<file path="src/rtl/uart_prog_loader.sv">
// UART program-download sequencer: parses A5/SEL/LEN/data/CHK frames from the
// receiver, writes little-endian words to IMem/DMem and holds the CPU until the checksum verifies.
module uart_prog_loader #(
    parameter int unsigned TIMEOUT_CYCLES = 5_000_000
) (
    input  logic        clk,
    input  logic        rst,
    input  logic        start_pg,
    input  logic        rx_valid,
    input  logic [7:0]  rx_data,
    output logic        upg_wen_o,
    output logic [14:0] upg_adr_o,
    output logic [31:0] upg_dat_o,
    output logic        upg_done_o,
    output logic        cpu_hold,
    output logic        err
);
    localparam int unsigned   TW       = $clog2(TIMEOUT_CYCLES + 1);
    localparam logic [TW-1:0] TMO_LAST = TW'(TIMEOUT_CYCLES - 1);
    localparam logic [15:0]   MAX_LEN  = 16'd16384;

    typedef enum logic [3:0] {
        S_IDLE, S_WAIT_HDR, S_SEL, S_LEN_LO, S_LEN_HI, S_DATA, S_CHK, S_DONE, S_ERR
    } state_t;

    state_t        r_state, w_next;
    logic          r_start_d;
    logic          r_sel;
    logic [7:0]    r_acc;
    logic [7:0]    r_len_lo;
    logic [14:0]   r_rem;
    logic [1:0]    r_bcnt;
    logic [23:0]   r_asm;
    logic [13:0]   r_adr;
    logic [TW-1:0] r_tmo;

    logic          w_restart;
    logic          w_take;
    logic          w_timed;
    logic          w_tmo;
    logic [15:0]   w_len;

    // A restart edge wins over a coincident byte, so the byte is never taken.
    assign w_restart = start_pg & ~r_start_d;
    assign w_take    = rx_valid & ~w_restart;
    assign w_len     = {rx_data, r_len_lo};
    assign w_timed   = r_state inside {S_SEL, S_LEN_LO, S_LEN_HI, S_DATA, S_CHK};
    assign w_tmo     = w_timed && (r_tmo == TMO_LAST);

    assign upg_done_o = (r_state == S_IDLE) || (r_state == S_DONE);
    assign cpu_hold   = ~upg_done_o;
    assign err        = (r_state == S_ERR);

    always_ff @(posedge clk) begin
        if (rst) r_state <= S_IDLE;
        else     r_state <= w_next;
    end

    always_comb begin
        w_next = r_state;
        if (w_restart) begin
            w_next = S_WAIT_HDR;
        end else begin
            case (r_state)
                S_WAIT_HDR: if (w_take && rx_data == 8'hA5) w_next = S_SEL;
                S_SEL:      if (w_take) w_next = S_LEN_LO; else if (w_tmo) w_next = S_ERR;
                S_LEN_LO:   if (w_take) w_next = S_LEN_HI; else if (w_tmo) w_next = S_ERR;
                S_LEN_HI: begin
                    if (w_take) begin
                        if (w_len > MAX_LEN)    w_next = S_ERR;
                        else if (w_len == 16'd0) w_next = S_CHK;
                        else                     w_next = S_DATA;
                    end else if (w_tmo) begin
                        w_next = S_ERR;
                    end
                end
                S_DATA: begin
                    if (w_take) begin
                        if (r_bcnt == 2'd3 && r_rem == 15'd1) w_next = S_CHK;
                    end else if (w_tmo) begin
                        w_next = S_ERR;
                    end
                end
                S_CHK: begin
                    if (w_take)     w_next = (rx_data == r_acc) ? S_DONE : S_ERR;
                    else if (w_tmo) w_next = S_ERR;
                end
                default: w_next = r_state;
            endcase
        end
    end

    always_ff @(posedge clk) begin
        if (rst) begin
            r_start_d <= 1'b0;
            r_sel     <= 1'b0;
            r_acc     <= '0;
            r_len_lo  <= '0;
            r_rem     <= '0;
            r_bcnt    <= '0;
            r_asm     <= '0;
            r_adr     <= '0;
            r_tmo     <= '0;
            upg_wen_o <= 1'b0;
            upg_adr_o <= '0;
            upg_dat_o <= '0;
        end else begin
            r_start_d <= start_pg;
            upg_wen_o <= 1'b0;
            if (w_restart) begin
                r_sel  <= 1'b0;
                r_acc  <= '0;
                r_rem  <= '0;
                r_bcnt <= '0;
                r_adr  <= '0;
                r_tmo  <= '0;
            end else begin
                if (w_timed) r_tmo <= r_tmo + 1'b1;
                if (w_take) begin
                    r_tmo <= '0;
                    case (r_state)
                        S_SEL: begin
                            r_sel <= rx_data[0];
                            r_acc <= rx_data;
                        end
                        S_LEN_LO: begin
                            r_len_lo <= rx_data;
                            r_acc    <= r_acc ^ rx_data;
                        end
                        S_LEN_HI: begin
                            r_rem <= w_len[14:0];
                            r_acc <= r_acc ^ rx_data;
                        end
                        S_DATA: begin
                            r_acc  <= r_acc ^ rx_data;
                            r_bcnt <= r_bcnt + 1'b1;
                            // Bytes enter at the top, so after three the first byte sits lowest.
                            if (r_bcnt == 2'd3) begin
                                upg_wen_o <= 1'b1;
                                upg_adr_o <= {r_sel, r_adr};
                                upg_dat_o <= {rx_data, r_asm};
                                r_adr     <= r_adr + 1'b1;
                                r_rem     <= r_rem - 1'b1;
                            end else begin
                                r_asm <= {rx_data, r_asm[23:8]};
                            end
                        end
                        default: ;
                    endcase
                end
            end
        end
    end
endmodule

</file>
<file path="config.mk">
export PLATFORM = sky130hd
export DESIGN_NAME = uart_prog_loader
export DESIGN_NICKNAME = d
export VERILOG_FILES = /design/src/rtl/uart_prog_loader.sv
export SDC_FILE = /design/constraint.sdc
export NUM_CORES = 1
export LEC_CHECK = 0
export CAP_MARGIN = 25
export CORE_ASPECT_RATIO = 0.7
export CORE_UTILIZATION = 40
export CTS_BUF_LIST = sky130_fd_sc_hd__clkbuf_4 sky130_fd_sc_hd__clkbuf_8
export DETAILED_ROUTE_END_ITERATION = 16
export PLACE_DENSITY_LB_ADDON = 0.12
export SLEW_MARGIN = 20
export SYNTH_ARGS = -nofsm -noshare
export SYNTH_HDL_FRONTEND = slang
export SYNTH_SLANG_ARGS = --single-unit
</file>
<file path="constraint.sdc">
create_clock -name clk -period 6.3 [get_ports clk]
set_input_delay 1.26 -clock clk [delete_from_list [all_inputs] [get_ports clk]]
set_output_delay 1.26 -clock clk [all_outputs]
set_load 0.03 [all_outputs]
</file>
==> metrics <==
power per unit of standard cell area=235.4 mW/mm^2; final clock period utilization by the worst path=0.5648; number of different library cells in the post-synthesis netlist=54; area of the die=0.01710 mm^2; total half-perimeter wirelength after legalization and detailed placement=11460 um; outcome=complete, no violations; antenna cell count=0; FMAX=0.2811 GHz; Std-Cell Core Area=0.01583 mm^2; clock latency on the worst-skew pair=450 ps; Top cell by count, worst path=nor2_1; number of input and output port buffers inserted=62; maximum buffer depth of the clock tree=2; deepest level of the CTS H-tree=4; adder-cell share of the synthesized area=0.009436; clock tree root buffer cell=clkbuf_8; number of nets at the end of the flow=898; Wirelength per Cell=15.46 um; worst endpoint data arrival time=2300 ps; Layout Skew=16.39 ps; Worst Setup Path Type=register to output pin; total of hold buffers inserted after clock tree synthesis=0; total wire length=17220 um; Die X-Extent=155.9 um; per-cell via count in the routed design=5.426; portion of netlist area occupied by mux cells=0.02717; max-slew violations=0; count of state elements after synthesis=148; area growth from synthesis to layout=17.47%; Primary FF master, synth=dfxtp_1; category of the worst setup path capture point=output pin; Critical R2R Launch=r_state[3]$_SDFFE_PP0P_; initial antenna violation count=0; TritonCTS Buffers=17; static leakage=2.376 nW; die height=109.7 um; Placement Rows=38; transition time of the tightest slew-check pin=925.3 ps; area share of the largest cell type after synthesis=0.4469; required time of the critical path=5040 ps; dominant cells by area after synthesis=dfxtp_1, nand2_1, a21oi_1; simple logic cell fraction of the synthesized area=0.2812; Worst-path clk slew=90 ps; pin count of the biggest net entering global routing=60; CTS tree=yes; leading cell type in the layout, fill and taps excluded=nand2_1; chain of cells forming the critical path=and3_1, nor2_1, nor2_1, clkdlybuf4s50_1; via count of the first global-routing pass=5519; ports placed on the boundary=63; critical path launch point type=register; largest family of logic cells by synthesized area=simple AND/OR/NAND/NOR gates; initial standard-cell utilization of the core=0.4188; average size of a mapped cell=7.791 um^2; library cell occupying the most area in the post-synthesis netlist=dfxtp_1; ys async rst share=0; total gr overflow=0; Total Negative Setup Slacks=0 ps; commonest non-fill, non-tap cells in the layout=nand2_1, dfxtp_1, a21oi_1; first drt pass iteration count=5; wire length of the first global-routing pass=28350 um; Iteration-0 DRC Markers=489; clock sinks=148; type of the most critical hold path=register to register; worst slew margin relative to its limit=0.3812; drc violations=0; cell area after synthesis=0.006630 mm^2; VDD IR max=0.0001287 V; number of nets still failing antenna checks after routing=0; Warnings, synthesis=0; setup-violating endpoint count in the final report=0; maximum fanout count along the critical path=15; area used by multi-input combinational logic=0.003410 mm^2; Resized Gates After CTS=0; Pwr Total=1.833 mW; Synth Area in XOR/XNOR=0.05416; count of buffers added by post-CTS timing repair for setup=0; # fillers=1531; launching element of the worst setup path=r_state[1]$_SDFFE_PP0P_; number of maximum-capacitance constraint violations=0; via count=6045; final estimated routing congestion in global placement=0.8259; number of flops mapped to enable cells by yosys=0; share of cells above drive strength 1=0.05705; Tot GR Track Use=0.2089; Min-Delay Startpoint=upg_adr_o[5]$_SDFFE_PP0P_; count of final hold-check violations=0; area used by sequential logic in the layout=0.002963 mm^2; proportion of synthesized chip area in sequential cells=0.4469; number of instances in the synthesized netlist=851; final worst path period need=3558 ps; Synth Area in Compound Gates=0.1406; cell with the largest stage delay on the worst path=clkdlybuf4s50_1; setup repair after global routing missed its margin=false; total nets after synthesis=868; stage delay of the slowest cell on the critical path=700 ps
## flip-flops by register name, summed over array words and instances, names as in the netlist
name / cells
r_asm: 24
r_adr: 14
r_acc: 8
r_tmo: 23
r_start_d: 1
upg_wen_o: 1
r_bcnt: 2
r_len_lo: 8
upg_dat_o: 32
upg_adr_o: 15
r_state: 4
r_sel: 1
r_rem: 15
## cells in the mapped netlist, types with 2 or more instances
master,instances
nand2_1,192
nor4_1,23
inv_1,13
a21o_1,4
nor2_1,79
nor2b_1,4
o21ai_0,30
xor2_1,4
or4_1,5
mux2i_1,18
o31ai_1,7
buf_1,10
and3_1,4
and4_1,5
nor4b_1,3
clkbuf_1,42
a21oi_1,105
and2_1,3
nand3_1,16
or3b_2,2
nand4_1,19
o21a_1,2
nor3_1,22
buf_2,4
or4_4,2
dfxtp_1,148
xnor2_1,37
ha_1,5
or3_1,6
a211oi_1,3
a31oi_1,2
o32ai_1,2
o211ai_1,2
a211o_1,2
nand2b_1,6
a221oi_1,2
## power by group
part,switching (mW),internal (mW)
Clock,0.422,0.384
Sequential,0.00588,0.937
Combinational,0.0577,0.0265
## cell families after synthesis
logic type / after synthesis
adder cells (fa/ha/maj): 5
XOR/XNOR: 41
buffers and inverters: 70
flip-flops: 148
multiplexers: 18
AND/OR/NAND/NOR: 402
AO/OA/AOI/OAI: 167
## path summary, 6_finish.rpt
| path | cells after the start | end | slack (ps) |
|---|---|---|---|
| worst min register to register | 2 | upg_adr_o[5]$_SDFFE_PP0P_ | 460 |
| worst min-delay path | 2 | upg_adr_o[5]$_SDFFE_PP0P_ | 460 |
| worst max-delay path | 4 | upg_done_o | 2740 |
| worst max register to register | 5 | upg_dat_o[16]$_SDFFE_PP0P_ | 3440 |
## per-stage QoR
stage	hold WS [ps]	area, um^2	setup WS (ps)	utilization	cells
floorplan	431.3	6630	3311	-	851
global placement	443.1	7357	2610	0.4647	1082
detailed placement	446.7	7357	2484	0.4647	1082
CTS	459.6	7789	2726	0.4919	1114
global route	473.4	7789	2605	0.4919	1114
finish	456.4	7789	2742	0.4919	1114
## final cells by class
class / instances / area share
tap: 220 / 0.03534
timing repair buffer: 68 / 0.08482
multi-input combinational: 633 / 0.4378
inverter: 13 / 0.006265
clock buffer: 18 / 0.03181
sequential: 148 / 0.3804
clock inverter: 14 / 0.02361
## per-layer routing
layer  wire, um  global-route usage  vias up
li1           -                   -     2991
met1       8808              0.3015     2857
met2       7449              0.3166      180
met3        836             0.04454       17
met4        123             0.04902        0
met5          0                   0        -
## worst max-delay path, delay by kind of cell (launching register included)
| kind | cells | cell delay, ps |
|---|---|---|
| buffers and inverters | 1 | 700 |
| and+or+nand+nor | 3 | 500 |
| DFF | 1 | 650 |
(Power assumes the default switching activity.)
